### config.mk
export PLATFORM = sky130hd
export DESIGN_NAME = seg7_scan_ctrl
export DESIGN_NICKNAME = d
export VERILOG_FILES = /design/src/rtl/seg7_scan_ctrl_pkg.sv /design/src/rtl/seg7_scan_ctrl_bin2bcd.sv /design/src/rtl/seg7_scan_ctrl.sv
export SDC_FILE = /design/constraint.sdc
export NUM_CORES = 1
export LEC_CHECK = 0
export ABC_AREA = 0
export CAP_MARGIN = 20
export CORE_ASPECT_RATIO = 1.5
export CORE_MARGIN = 4
export CORE_UTILIZATION = 40
export CTS_CLUSTER_SIZE = 24
export DETAILED_ROUTE_END_ITERATION = 16
export GPL_TIMING_DRIVEN = 0
export PLACE_DENSITY = 0.69
export SLEW_MARGIN = 10
export SYNTH_ARGS = -nofsm -noshare
export SYNTH_HDL_FRONTEND = slang
export SYNTH_SLANG_ARGS = --single-unit
### constraint.sdc
create_clock -name clock -period 7.2 [get_ports clock]
set_clock_uncertainty 0.1 [all_clocks]
set_input_delay 2.16 -clock clock [delete_from_list [all_inputs] [get_ports clock]]
set_output_delay 2.16 -clock clock [all_outputs]
set_load 0.03 [all_outputs]
### src/rtl/seg7_scan_ctrl_pkg.sv
// Shared definitions for the multiplexed seven-segment scanner.
package seg7_scan_ctrl_pkg;

   // 1 ms per digit with the 100 MHz board clock
   localparam int unsigned DEFAULT_PRESCALE = 100000;

   typedef logic [6:0] glyph_t;

   localparam glyph_t SEG_DASH = 7'h40;

   // {g,f,e,d,c,b,a} for hex digits 0..F, entry 0 at the low end
   localparam logic [15:0][6:0] SEG_FONT = {
      7'h71, 7'h79, 7'h5E, 7'h39, 7'h7C, 7'h77, 7'h6F, 7'h7F,
      7'h07, 7'h7D, 7'h6D, 7'h66, 7'h4F, 7'h5B, 7'h06, 7'h3F
   };

   function automatic glyph_t seg_font(input logic [3:0] nib);
      return SEG_FONT[nib];
   endfunction

endpackage

### src/rtl/seg7_scan_ctrl_bin2bcd.sv
// Sequential double-dabble: one input bit per cycle, busy for exactly IN_W cycles.
// done is high during the last busy cycle, when bcd already holds the result.
module bin2bcd_seq #(
   parameter int unsigned IN_W  = 26,
   parameter int unsigned BCD_N = 12
) (
   input  logic                 clock,
   input  logic                 reset,
   input  logic                 start,
   input  logic [IN_W-1:0]      bin,
   output logic                 busy,
   output logic                 done,
   output logic [4*BCD_N-1:0]   bcd
);

   localparam int unsigned BCD_W = 4 * BCD_N;
   localparam int unsigned CNT_W = $clog2(IN_W + 1);

   logic [IN_W-1:0]  shreg;
   logic [CNT_W-1:0] cnt;
   logic [BCD_W-1:0] adj_c;

   // add-3 correction on every BCD digit that would overflow when doubled
   always_comb begin
      adj_c = bcd;
      for (int i = 0; i < BCD_N; i++) begin
         if (bcd[4*i +: 4] >= 4'd5) adj_c[4*i +: 4] = bcd[4*i +: 4] + 4'd3;
      end
   end

   // the first shift happens on the start edge, so the result is ready one cycle before busy drops
   always_ff @(posedge clock or posedge reset) begin
      if (reset) begin
         busy  <= 1'b0;
         done  <= 1'b0;
         cnt   <= '0;
         shreg <= '0;
         bcd   <= '0;
      end else if (!busy) begin
         done <= 1'b0;
         if (start) begin
            busy  <= 1'b1;
            bcd   <= BCD_W'(bin[IN_W-1]);
            shreg <= bin << 1;
            cnt   <= CNT_W'(IN_W - 1);
            done  <= (IN_W == 1);
         end
      end else if (done) begin
         busy <= 1'b0;
         done <= 1'b0;
      end else begin
         bcd   <= {adj_c[BCD_W-2:0], shreg[IN_W-1]};
         shreg <= shreg << 1;
         cnt   <= cnt - 1'b1;
         done  <= (cnt == CNT_W'(1));
      end
   end

endmodule

### src/rtl/seg7_scan_ctrl.sv
// Multiplexed seven-segment controller: hex or decimal load, per-digit blank/dp masks,
// leading-zero suppression and overflow dashes.
module seg7_scan_ctrl
   import seg7_scan_ctrl_pkg::*;
#(
   parameter int unsigned DIGITS   = 8,
   parameter int unsigned PRESCALE = DEFAULT_PRESCALE,
   parameter int unsigned DEC_W    = 26
) (
   input  logic                  clock,
   input  logic                  reset,
   input  logic                  wr_en,
   input  logic [4*DIGITS-1:0]   wdata,
   input  logic                  wmode,
   input  logic                  lz_en,
   input  logic [DIGITS-1:0]     blank_mask,
   input  logic [DIGITS-1:0]     dp_mask,
   output logic                  busy,
   output logic                  ovf,
   output logic [DIGITS-1:0]     dig_en,
   output logic [7:0]            seg
);

   localparam int unsigned BCD_N = DIGITS + 4;
   localparam int unsigned IDX_W = (DIGITS > 1) ? $clog2(DIGITS) : 1;
   localparam int unsigned PRE_W = $clog2(PRESCALE);

   logic [PRE_W-1:0]        presc;
   logic [IDX_W-1:0]        idx;
   logic [DIGITS-1:0][3:0]  nib;
   logic [DIGITS-1:0]       blank_r;
   logic [DIGITS-1:0]       dp_r;
   logic                    lz_r;
   logic                    dec_r;
   logic                    conv_done;
   logic [4*BCD_N-1:0]      conv_bcd;
   logic                    load_hex_c;
   logic                    load_dec_c;
   logic                    tc_c;
   logic                    suppress_c;
   logic                    lit_c;
   glyph_t                  glyph_c;

   assign load_hex_c = wr_en && !busy && !wmode;
   assign load_dec_c = wr_en && !busy && wmode;
   assign tc_c       = (presc == PRE_W'(PRESCALE - 1));

   bin2bcd_seq #(
      .IN_W  (DEC_W),
      .BCD_N (BCD_N)
   ) u_conv (
      .clock (clock),
      .reset (reset),
      .start (load_dec_c),
      .bin   (wdata[DEC_W-1:0]),
      .busy  (busy),
      .done  (conv_done),
      .bcd   (conv_bcd)
   );

   // digit scan timing
   always_ff @(posedge clock or posedge reset) begin
      if (reset) begin
         presc <= '0;
         idx   <= '0;
      end else if (tc_c) begin
         presc <= '0;
         idx   <= (idx == IDX_W'(DIGITS - 1)) ? '0 : idx + 1'b1;
      end else begin
         presc <= presc + 1'b1;
      end
   end

   // display contents; masks follow any accepted write, nibbles wait for the converter in decimal mode
   always_ff @(posedge clock or posedge reset) begin
      if (reset) begin
         nib     <= '0;
         blank_r <= '0;
         dp_r    <= '0;
         lz_r    <= 1'b0;
         dec_r   <= 1'b0;
         ovf     <= 1'b0;
      end else begin
         if (load_hex_c) begin
            nib     <= wdata;
            blank_r <= blank_mask;
            dp_r    <= dp_mask;
            lz_r    <= lz_en;
            dec_r   <= 1'b0;
            ovf     <= 1'b0;
         end else if (load_dec_c) begin
            blank_r <= blank_mask;
            dp_r    <= dp_mask;
            lz_r    <= lz_en;
         end
         if (conv_done) begin
            nib   <= conv_bcd[4*DIGITS-1:0];
            dec_r <= 1'b1;
            ovf   <= |conv_bcd[4*BCD_N-1:4*DIGITS];
         end
      end
   end

   // a digit is suppressed when it and every digit above it are zero
   always_comb begin
      suppress_c = lz_r && dec_r && !ovf && (idx != '0);
      for (int i = 0; i < DIGITS; i++) begin
         if (IDX_W'(i) >= idx && nib[i] != 4'd0) suppress_c = 1'b0;
      end
      lit_c   = !blank_r[idx] && !suppress_c;
      glyph_c = ovf ? SEG_DASH : seg_font(nib[idx]);
   end

   always_ff @(posedge clock or posedge reset) begin
      if (reset) begin
         dig_en <= '0;
         seg    <= '0;
      end else if (lit_c) begin
         dig_en <= DIGITS'(1) << idx;
         seg    <= {dp_r[idx], glyph_c};
      end else begin
         dig_en <= '0;
         seg    <= '0;
      end
   end

endmodule

======== Word level (Yosys, flattened, before mapping) ========
Memories as Yosys holds them, arrays and structs flattened.
Cells that the tools add are included.
word-level totals
  register bits after elaboration ......... 168
  memory bits (read-only) ................. 112
  word-level logic and storage cells ...... 156
  memories ................................ 1
memory list
  memory           depth  bits a word  rd ports  clocked after Yosys merged registers in  write ports  line                      text
  (no name shown)  16     7            1         0                                        0            seg7_scan_ctrl_pkg.sv:18  return SEG_FONT[nib];
cells by class
  $add $sub $neg .......................... 15
  magnitude comparators ................... 22
  eq/ne operators ......................... 4
  shift operators ......................... 1
  mux-type cells .......................... 57
  reductions and logical operators ........ 34
operators with widths
  cell                                                 number
  two-way mux 48 bit                                   3
  two-way mux 26 bit                                   3
  two-way mux 32 bit                                   2
  >= comparator 4 x 3 -> 1 bit, second input constant  12
  two-way mux 4 bit                                    12
  two-way mux 8 bit                                    6
  adder 4 x 2 -> 4 bit, second input constant          11
  nonzero test 4 bit                                   8
  two-way mux 1 bit                                    20
  adder 17 x 1 -> 17 bit, second input constant        1
  equality test 17 bit, second input constant          1
  two-way mux 17 bit                                   1
  OR reduction 16 bit                                  1
  logical AND 1 bit                                    15
  two-way mux 5 bit                                    3
  two-way mux 7 bit                                    2
  binary-select mux 4 bit (select 3 bit)               1
  >= comparator 3 bit, first input constant            4
  << shifter 1 x 3 -> 8 bit, first input constant      1
  binary-select mux 1 bit (select 3 bit)               2
  >= comparator 1 x 3 -> 1 bit, first input constant   2
  >= comparator 2 x 3 -> 1 bit, first input constant   2
  two-way mux 3 bit                                    2
  nonzero test 2 bit                                   3
  11 further kinds                                     15

======== Depth between registers and ports, before layout ========
Gate-level depths: netlist of run 1.
  word-level depth ........................ 14
  depth in mapped cells ................... 10
  depth with buffers taken out ............ 7

======== Cells and area by module ========
Synthesis of run 1 repeated with hierarchy kept, for this count alone.
second synthesis, totals
  cell total of the unflattened synthesis .. 785
  area, all modules ....................... 8584.5 um2
by module, submodules not included
  module          times used  cells an instance  area each (um2)  sequential area each (um2)
  seg7_scan_ctrl  1           394                4505.6           2177.1
  bin2bcd_seq     1           391                4078.9           2001.9

======== Least setup slack after synthesis of run 1 ========
Ideal clock, no wire load.
  path kind ............................... input to register
  start ................................... in wr_en
  end ..................................... reg nib[19] (netlist name)
  data arrival time ....................... 3.437 ns
  required time ........................... 6.966 ns
  slack ................................... 3.529 ns
  stages on the path ...................... 7
  path buffers ............................ 3
  path through ............................ nor2b_1 > clkbuf_1 > nand2b_1 > clkbuf_1 > buf_2 > mux2i_1 > o21ai_0
between the ends
  longest elaborated chain between the ends .. 3
RTL lines
  what                                 line                  text
  start: declaration                   seg7_scan_ctrl.sv:12  input logic wr_en,
  logical AND 1 bit (2 in series)      seg7_scan_ctrl.sv:44  assign load_hex_c = wr_en && !busy && !wmode;
  nonzero test 2 bit (no source line)  -
  end signal: assignment               seg7_scan_ctrl.sv:85  nib <= wdata;
  end signal: assignment               seg7_scan_ctrl.sv:97  nib <= conv_bcd[4*DIGITS-1:0];
  end: declaration                     seg7_scan_ctrl.sv:30  logic [DIGITS-1:0][3:0] nib;
Every way passes these cells.
A chain may end at the register's enable or synchronous reset.

======== Worst setup path after layout of run 1 ========
  start ................................... in wr_en
  end ..................................... reg u_conv.bcd[7]
between the ends
  longest elaborated chain between the ends .. 4
RTL lines
  what                                  line                          text
  logical AND 1 bit (2 in series)       seg7_scan_ctrl.sv:45          assign load_dec_c = wr_en && !busy && wmode;
  nonzero test 2 bit (no source line)   -
  AND reduction 2 bit (no source line)  -
  end signal: assignment                seg7_scan_ctrl_bin2bcd.sv:43  bcd <= BCD_W'(bin[IN_W-1]);
  end signal: assignment                seg7_scan_ctrl_bin2bcd.sv:52  bcd <= {adj_c[BCD_W-2:0], shreg[IN_W-1]};
  end: declaration                      seg7_scan_ctrl_bin2bcd.sv:13  output logic [4*BCD_N-1:0] bcd
Every way passes these cells.

==> results.md, run 1 <==
* Worst r2r src: idx[1]
* Post_cts resized at 0
* Net count, final at ~1,000
* Fmax at 0.228 GHz
* Sequential element share of the synthesized area at 0.486
* Cell family with most CP delay: buffers and inverters
* Die height at 188 µm
* Initial antenna violation count at 0
* Mapped Area at 0.00860 mm²
* Hold Fails Final Rpt at 0
* Initial Util at 0.408
* Path depth of the worst reg2reg path at 8
* Synth-to-layout area growth at 19.3%
* Final HPWL from detailed placement at 16,500 µm
* GR met3 Demand/Resource at 0.0379
* Most common cell after layout, fill and taps aside: dfrtp_1
* Period minus WS final at 4.39 ns
* Yosys warns at 0
* Total power at between 4000 and 5000 µW
* Layout cells sized above 1 at 0.0800
* EDFF count, synth at 0
* GR peak layer: met2
* Final period utilization at 0.609
* Most used cell, CP: clkbuf_1
* Vias in the first global route at 6,956
* CTS tree: yes
* TritonCTS Buffers at 17
* Sink Count at approximately 170
* Final Util at 0.487
* Via count at 6,657
* CTS H-tree depth at 4
* Mapped Cells at between 800 and 900
* Setup TNS at 0 ns
* Grt met1 use at 0.222
* Peak supply drop at just over 0.0002 V
* Relative slew slack at 0.460
* Tightest Hold Check Type: flop to flop
* I/O pin cnt at 71
* Max-slew violation count at 0
* Clock-pin slew on the worst setup and hold paths at about 0.060 ns
* Fillers at 1,955
* Static leakage at 0.00452 µW
* Critical path's largest stage delay at ~0.48 ns
* Ys flop type: dfrtp_1
* Gpl congestion at 0.853
* Drt first pass iters at 5
* Most frequent cells in the layout: dfrtp_1, nand2_1, o21ai_0
* Crit path max fanout at 10
* Hold path cells at 2
* Critical path buffers and inverters at 4
* Stages on worst setup path at 9
* Req. time, crit path at roughly 7.4 ns
* # setup viols final at 0
* First-pass GRT wire length at roughly 37,000 µm
* CP endpoint kind: flop
* Drt total wl at around 22,000 µm
* N_diodes at 0
* R2r endpoint: seg[5]
* Hold_ws at 0.386 ns
* Gr ovfl total at 0
* Full die area at between 0.02 and 0.025 mm²
* Max stage delay cell, worst path: clkbuf_1
* Yosys reg bits at 167
* Post-synthesis async set-or-reset flop share at 1.00
* RSZ-0062 raised after global routing: no
* Unique masters post-synth at 50
* GRT Total Usage at 0.193
* Skew-Pair Late Insertion Delay at 0.43 ns
* Root Buffer: clkbuf_16
* Pwr/cell area at 410 mW/mm²
* Register-to-register setup slack at 4.07 ns
* # DRC at 0
* IO buf count at 70
* Vias/cell at 5.52
* Core area at 0.0211 mm²
* Dominant cell type by area after synthesis: dfrtp_1
* Syn Nets at ~930
* Yosys top cell area share at 0.486
* Synth Area per Inst at 10.3 µm²
* Die Wd at 128 µm
* Initial DRC count at between 400 and 500
* Wire per inst at 18.4 µm
* Std cell rows at 65
* Max cap viols at 0
* Cts hold-fix bufs at 0
* Crit path cell chain: clkdlybuf4s50_1 > nor2b_1 > and2_1 > clkbuf_1 > nor2_1 > inv_2 > clkbuf_1 > o31ai_1 > a32o_1
* Worst setup path startpoint: wr_en
* Design Area, Final at 0.0103 mm²
* DP Area at 0.00967 mm²
* Top cells by area, synth: dfrtp_1, ha_1, mux2i_1, o21ai_0, nand2_1
* Worst EP arrival at roughly 4.6 ns
* Post-route ant nets at 0
* Critical Path End: u_conv.bcd[7]
* Worst-Margin Slew at around 0.81 ns
* CTS Buffer Depth at 2
* Type of the worst setup path: input pin to flop
* Met2 Use GR at 0.352
* Largest net degree at the start of global routing at 108
* Status: completed
* Startpoint Class: input pin
* Post-CTS setup buffers at 0
where the power goes:
part           switching (µW)  total (µW)  internal, µW
logic                     916        1630           715
clock network             379         925           547
registers                 338        1650          1310
worst register-to-register path, stage by stage, from the launching register on:
cell,delay [ns]
dfrtp_1,0.54
clkbuf_1,0.45
mux4_2,0.43
mux2i_1,0.49
inv_1,0.18
ha_1,0.29
mux2i_1,0.15
nor2_1,0.07
a2111oi_2,0.33
stage by stage:
stage               worst slack (ns)  instances
floorplan                      0.422        834
global placement               -1.86       1172
detailed placement              2.38       1173
CTS                             2.83       1205
global route                    2.74       1205
finish                          2.81       1205
worst min path at each step:
stage	startpoint	end
2_1_floorplan	u_conv.shreg[24]	u_conv.shreg[24]
3_3_place_gp	u_conv.shreg[14]	u_conv.shreg[14]
3_5_place_dp	u_conv.shreg[12]	u_conv.shreg[12]
4_1_cts	u_conv.shreg[24]	u_conv.shreg[24]
5_1_grt	u_conv.shreg[24]	u_conv.shreg[24]
6_report	u_conv.shreg[24]	u_conv.shreg[24]
final cells by class:
class,count,area (µm²),share of cell area
multi-input cells,582,4070,0.397
clock buffers,21,440,0.0429
well taps,268,335,0.0327
clock inverters,11,150,0.0146
flip-flops and latches,167,4180,0.407
plain buffers,46,204,0.0199
repair buffers,71,728,0.0710
inverters,39,154,0.0150
state kept, by name (all words and copies together) (netlist names):
signal,flops
blank_r,8
dec_r,1
dig_en,8
dp_r,8
idx,3
lz_r,1
nib,32
ovf,1
presc,17
seg,8
u_conv.bcd,48
u_conv.busy,1
u_conv.cnt,5
u_conv.done,1
u_conv.shreg,25
cell usage after synthesis (all sizes together), types with 2 or more instances:
master / number
dfrtp: 167
nand2: 95
o21ai: 90
mux2i: 50
ha: 42
nor2: 42
nand3: 40
inv: 39
a21oi: 35
clkbuf: 34
xnor2: 21
mux2: 18
nand2b: 15
a22oi: 14
xor2: 14
nor3: 13
a32o: 12
buf: 12
mux4: 12
o31ai: 12
nor4: 10
nor3b: 6
o32ai: 6
a2111oi: 5
nand4: 4
nor2b: 4
a211oi: 2
and2: 2
and3: 2
nand4b: 2
o211ai: 2
logic make-up after synthesis:
logic type,Yosys count,share of synthesized area
compound gates,183,0.132
xor+xnor,35,0.0357
fa+ha+maj,42,0.0611
buf+inv,85,0.0407
flops,167,0.486
mux,80,0.114
simple gates,242,0.131
per-layer routing:
metal	share of wire	vias to the layer above	routed length, µm
li1	-	3129	-
met1	0.40	3320	8780
met2	0.54	162	12000
met3	0.034	46	754
met4	0.032	0	708
met5	0	-	0
Power figures use the tool's default switching activity.
==> inputs of run 2 (changes only) <==
--- a/config.mk
+++ b/config.mk
@@ -13,7 +13,7 @@
 export CTS_CLUSTER_SIZE = 24
 export DETAILED_ROUTE_END_ITERATION = 16
 export GPL_TIMING_DRIVEN = 0
-export PLACE_DENSITY = 0.69
+export PLACE_DENSITY = 0.71
 export SLEW_MARGIN = 10
 export SYNTH_ARGS = -nofsm -noshare
 export SYNTH_HDL_FRONTEND = slang
==> constraint.sdc (replaced) <==
create_clock -name clock -period 3.94 [get_ports clock]
set_clock_uncertainty 0.1 [all_clocks]
set_input_delay 1.182 -clock clock [delete_from_list [all_inputs] [get_ports clock]]
set_output_delay 1.182 -clock clock [all_outputs]
set_load 0.03 [all_outputs]
==> results.md, run 2 (synthesis results as in run 1) <==
* Status: completed
* Critical path buffers and inverters at 4
* Skew-Pair Late Insertion Delay at 0.44 ns
* Static leakage at 0.00457 µW
* N_diodes at 0
* Max-slew violation count at 0
* Core area at 0.0211 mm²
* Final HPWL from detailed placement at 16,600 µm
* Layout cells sized above 1 at 0.0882
* Net Sw Frac at 0.399
* Net count, final at 1,023
* Most common cell after layout, fill and taps aside: dfrtp_1
* DP Area at 0.00975 mm²
* Area of the multi-input gates at approximately 0.0041 mm²
* I/O pin cnt at 71
* Path depth of the worst reg2reg path at 7
* Most frequent cells in the layout: dfrtp_1, nand2_1, o21ai_0
* Peak supply drop at ~0.00035 V
* Cts hold-fix bufs at 0
* FF/Latch Area at 0.00418 mm²
* Initial Util at 0.408
* Max cap viols at 0
* Initial DRC count at 428
* First-pass GRT wire length at 36,000 µm
* Final setup margin at 0.535 ns
* IO buf count at 70
* Largest register FFs at 48
* Max stage delay cell, worst path: clkbuf_1
* Clock-pin slew on the worst setup and hold paths at 0.07 ns
* Critical Path End: u_conv.bcd[23]
* CTS Buffer Depth at 2
* Drt first pass iters at 5
* Post-route ant nets at 0
* # DRC at 0
* Relative slew slack at 0.460
* Register-to-register setup slack at ~0.80 ns
* Hold_ws at between 0.3 and 0.4 ns
* Clock power share at 0.215
* Period minus WS final at roughly 3.4 ns
* Synth-to-layout area growth at 20.0%
* Most flop-heavy register: u_conv.bcd
* Crit path cell chain: clkdlybuf4s50_1 > nor2b_1 > and2_1 > clkbuf_1 > nor2_1 > inv_2 > clkbuf_1 > o31ai_1 > a32o_1
* Fmax at 0.294 GHz
* Sequential power share at 0.394
* Largest net degree at the start of global routing at 37
* P_int at 4590 µW
* Stages on worst setup path at 9
* Worst-Margin Slew at 0.810 ns
* Largest registers: u_conv.bcd: 48 flops, nib: 32 flops, u_conv.shreg: 25 flops
* Final period utilization at 0.864
* Switching Power at 3050 µW
* Full die area at 0.0240 mm²
* TritonCTS Buffers at 17
* Req. time, crit path at 4.16 ns
* Worst r2r src: idx[1]
* Wire per inst at between 15 and 20 µm
* Via count at 6,720
* Root Buffer: clkbuf_16
* Type of the worst setup path: input pin to flop
* Vias/cell at 5.56
* Setup TNS at 0 ns
* Initial antenna violation count at 0
* Crit path max fanout at 10
* CP endpoint kind: flop
* R2r endpoint: seg[0]
* Sink Count at 167
* Pwr/cell area at 740 mW/mm²
* Critical path's largest stage delay at 0.50 ns
* Startpoint Class: input pin
* Drt total wl at 21,900 µm
* Fillers at 1,872
* Most used cell, CP: clkbuf_1
* Worst setup path startpoint: wr_en
* Cell family with most CP delay: buffers and inverters
* CTS H-tree depth at 4
* RSZ-0062 raised after global routing: no
* CTS tree: yes
* Combinational Power Share at 0.391
* Gpl congestion at 0.826
* Hold Fails Final Rpt at 0
* Vias in the first global route at about 7,000
* Worst EP arrival at roughly 3.6 ns
* Post-CTS setup buffers at 0
* Post_cts resized at 0
* Design Area, Final at just over 0.01 mm²
* # setup viols final at 0
* Tightest Hold Check Type: flop to flop
* Die height at between 150 and 200 µm
* GRT Total Usage at 0.189
* Die Wd at approximately 130 µm
* Pre-CTS WS at 0.134 ns
* Std cell rows at 65
* Gr ovfl total at 0
==> run 2: changes by cell type in the layout (fill, tap and decap cells not counted), sizes merged <==
cell and change:
buf +4, bufinv -3, clkbuf -2, clkinv -1, clkinvlp -3, inv +9
==> run 2: how the worst min path moves through the flow <==
stage / startpoint / end / slack [ns] / depth (start not counted)
after floorplan: u_conv.shreg[24] / u_conv.shreg[24] / 0.35 / 2
final: u_conv.shreg[12] / u_conv.shreg[12] / 0.39 / 2
after detailed placement: u_conv.shreg[12] / u_conv.shreg[12] / 0.37 / 2
after global placement: u_conv.shreg[11] / u_conv.shreg[11] / 0.36 / 2
after CTS: u_conv.shreg[12] / u_conv.shreg[12] / 0.39 / 2
after global routing: u_conv.shreg[4] / u_conv.shreg[4] / 0.41 / 2
==> run 2: layout make-up <==
cell class                      count  area share
Sequential cell                   167       0.405
Multi-Input combinational cell    582       0.394
Timing Repair Buffer               75      0.0783
Clock buffer                       19      0.0439
Tap cell                          268      0.0325
Buffer                             46      0.0198
Inverter                           39      0.0145
Clock inverter                     13      0.0119
==> run 2: tightest hold or removal path: stages (launching register included) <==
cell     delay, ns
dfrtp_1       0.35
nand2_1       0.05
nand2_1       0.05
==> run 2: power by group through the flow <==
stage | clock network [µW] | logic, µW | registers, µW
after floorplan | 0 | 2150 | 2910
after global placement | 0 | 2870 | 2990
after detailed placement | 0 | 2990 | 3020
after CTS | 1670 | 3000 | 3000
after global routing | 1740 | 3360 | 3090
final | 1640 | 2980 | 3010
==> run 2: through the flow <==
step / power, µW / utilization / std cells
3_3_place_gp: 5870 / 0.458 / 1172
4_1_cts: 7670 / 0.490 / 1209
5_1_grt: 8190 / 0.490 / 1209
2_1_floorplan: 5050 / - / 834
3_5_place_dp: 6010 / 0.463 / 1177
6_report: 7640 / 0.490 / 1209
==> run 2: per-layer routing <==
layer  vias to the layer above  track usage  wire, µm
met5                         -            0         0
met4                         0       0.0658       578
met3                        40       0.0362       898
met2                       173        0.346     12100
met1                      3357        0.216      8330
li1                       3150            -         -
==> inputs of run 3 (changes only) <==
--- a/config.mk
+++ b/config.mk
@@ -5,7 +5,8 @@
 export SDC_FILE = /design/constraint.sdc
 export NUM_CORES = 1
 export LEC_CHECK = 0
-export ABC_AREA = 0
+export ABC_AREA = 1
+export ABC_CLOCK_PERIOD_IN_PS = 3940
 export CAP_MARGIN = 20
 export CORE_ASPECT_RATIO = 1.5
 export CORE_MARGIN = 4
==> results.md, run 3 <==
* Hold Fails Final Rpt at 0
* Crit path cell chain: clkdlybuf4s50_1 > inv_1 > nor2_8 > inv_2 > nand2_1 > buf_4 > clkbuf_1 > o21ai_0
* Most common cell after layout, fill and taps aside: nand2_1
* Dominant cell type by area after synthesis: dfrtp_1
* Yosys warns at 0
* Worst-Margin Slew at 0.609 ns
* Mapped Area at 0.00889 mm²
* Static leakage at 0.00504 µW
* Status: completed
* Full die area at 0.0247 mm²
* EDFF count, synth at 0
* Post-CTS setup buffers at 0
* Final Util at 0.487
* Hold_ws at around 0.36 ns
* Final HPWL from detailed placement at 17,200 µm
* Req. time, crit path at about 4.1 ns
* Gpl congestion at 0.861
* Sink Count at around 170
* Crit path max fanout at 10
* # setup viols final at 0
* CP endpoint kind: flop
* Largest registers: u_conv.bcd: 48 flops, nib: 32 flops, u_conv.shreg: 25 flops
* Combinational Power Share at 0.432
* Max-slew violation count at 0
* Root Buffer: clkbuf_16
* Fillers at 2,098
* Post_cts resized at 0
* Post-synthesis async set-or-reset flop share at 1.00
* Yosys top cell area share at 0.470
* GRT Total Usage at 0.189
* Max cap viols at 0
* Peak supply drop at 0.000366 V
* Yosys reg bits at between 150 and 200
* Vias in the first global route at 7,798
* Sequential element share of the synthesized area at 0.470
* CTS H-tree depth at 4
* Skew-Pair Late Insertion Delay at between 0.4 and 0.5 ns
* Most flop-heavy register: u_conv.bcd
* Vias/cell at approximately 5.1
* First-pass GRT wire length at 37,600 µm
* Layout cells sized above 1 at 0.0702
* Critical path's largest stage delay at 0.54 ns
* CTS Buffer Depth at 2
* Ys flop type: dfrtp_1
* Count leader, synth: nand2_1
* Drt total wl at 22,400 µm
* Final period utilization at 0.733
* Worst EP arrival at 3.05 ns
* Max stage delay cell, worst path: clkdlybuf4s50_1
* Via count at 7,627
* Cts hold-fix bufs at 0
* Pwr/cell area at 742 mW/mm²
* Initial antenna violation count at 0
* N_diodes at 0
* RSZ-0062 raised after global routing: no
* Die height at 191 µm
* Period minus WS final at approximately 2.9 ns
* Sequential power share at 0.357
* Core area at 0.0218 mm²
* Total power at approximately 8000 µW
* Clock-pin slew on the worst setup and hold paths at about 0.060 ns
* Drt first pass iters at 5
* Gr ovfl total at 0
* Clock power share at 0.211
* Unique masters post-synth at 39
* Synth-to-layout area growth at 19.5%
* Type of the worst setup path: input pin to flop
* Initial Util at 0.408
* Startpoint Class: input pin
* Relative slew slack at 0.594
* Die Wd at roughly 130 µm
* Commonest cells in the netlist: nand2_1, dfrtp_1, inv_1
* Top cells by area, synth: dfrtp_1, nand2_1, ha_1, inv_1, o21ai_0
* IO buf count at 70
* Initial DRC count at 465
* Switching Power at roughly 3200 µW
* Post-route ant nets at 0
* CTS tree: yes
* P_int at 4650 µW
* Largest register FFs at 48
* Syn Nets at around 1,200
* Fmax at 0.346 GHz
* # DRC at 0
* Net count, final at around 1,300
* Synth Area per Inst at roughly 8.1 µm²
* I/O pin cnt at 71
* Largest net degree at the start of global routing at 39
* Net Sw Frac at 0.410
* Std cell rows at 66
* Mapped Cells at 1,104
* Wire per inst at 15.1 µm
* TritonCTS Buffers at 17
* Most frequent cells in the layout: nand2_1, dfrtp_1, inv_1
* Tightest Hold Check Type: flop to flop
[run 3: cells by family after synthesis]
group | synth area share
compound gates | 0.152
xor+xnor | 0.0138
flops | 0.470
simple gates | 0.223
buf+inv | 0.0829
fa+ha+maj | 0.0591
[run 3: final timing paths]
check / endpoint / slack, ns / startpoint / cells after the start
max: u_conv.bcd[4] / 1.05 / wmode / 8
min: presc[0] / 0.36 / presc[0] / 1
max reg2reg: dig_en[2] / 1.55 / idx[0] / 12
min reg2reg: presc[0] / 0.36 / presc[0] / 1
max in group asynchronous: u_conv.shreg[24] / 1.75 / reset / 5
min in group asynchronous: u_conv.bcd[33] / 1.01 / reset / 2
[run 3: stage by stage]
stage	worst slack (ns)	TNS (ns)	cell area [µm²]	cells
after CTS	1.11	0	10600	1482
after global routing	0.956	0	10600	1482
after floorplan	0.531	0	8890	1104
after global placement	-0.888	-145.66	9940	1446
after detailed placement	0.645	0	10000	1451
final	1.05	0	10600	1482
[run 3: area by class of cell]
| type | instances | area [µm²] | area share |
|---|---|---|---|
| clock buffers | 21 | 470 | 0.0443 |
| clock inverters | 10 | 121 | 0.0114 |
| inverters | 139 | 526 | 0.0494 |
| well taps | 272 | 340 | 0.0320 |
| multi-input cells | 756 | 3980 | 0.374 |
| flip-flops and latches | 167 | 4180 | 0.393 |
| repair buffers | 75 | 801 | 0.0753 |
| plain buffers | 42 | 215 | 0.0202 |
[run 3: metal layers]
| layer | track usage | share of wire | wire [µm] | vias to the layer above |
|---|---|---|---|---|
| li1 | - | - | - | 3809 |
| met5 | 0 | 0 | 0 | - |
| met2 | 0.332 | 0.51 | 11500 | 178 |
| met1 | 0.224 | 0.41 | 9180 | 3578 |
| met3 | 0.0269 | 0.036 | 809 | 62 |
| met4 | 0.0924 | 0.041 | 925 | 0 |
[run 3: power groups by stage]
stage,Sequential [µW],Combinational (µW),Clock (µW)
after detailed placement,2840,3390,0
after global placement,2810,3270,0
after CTS,2810,3420,1700
after floorplan,2850,2390,0
after global routing,2900,3880,1770
final,2820,3410,1660
[run 3: critical path, delay by kind of cell]
family | cells | cell delay [ns]
buffers and inverters | 5 | 1.36
AND/OR/NAND/NOR | 2 | 0.28
AO/OA/AOI/OAI | 1 | 0.22
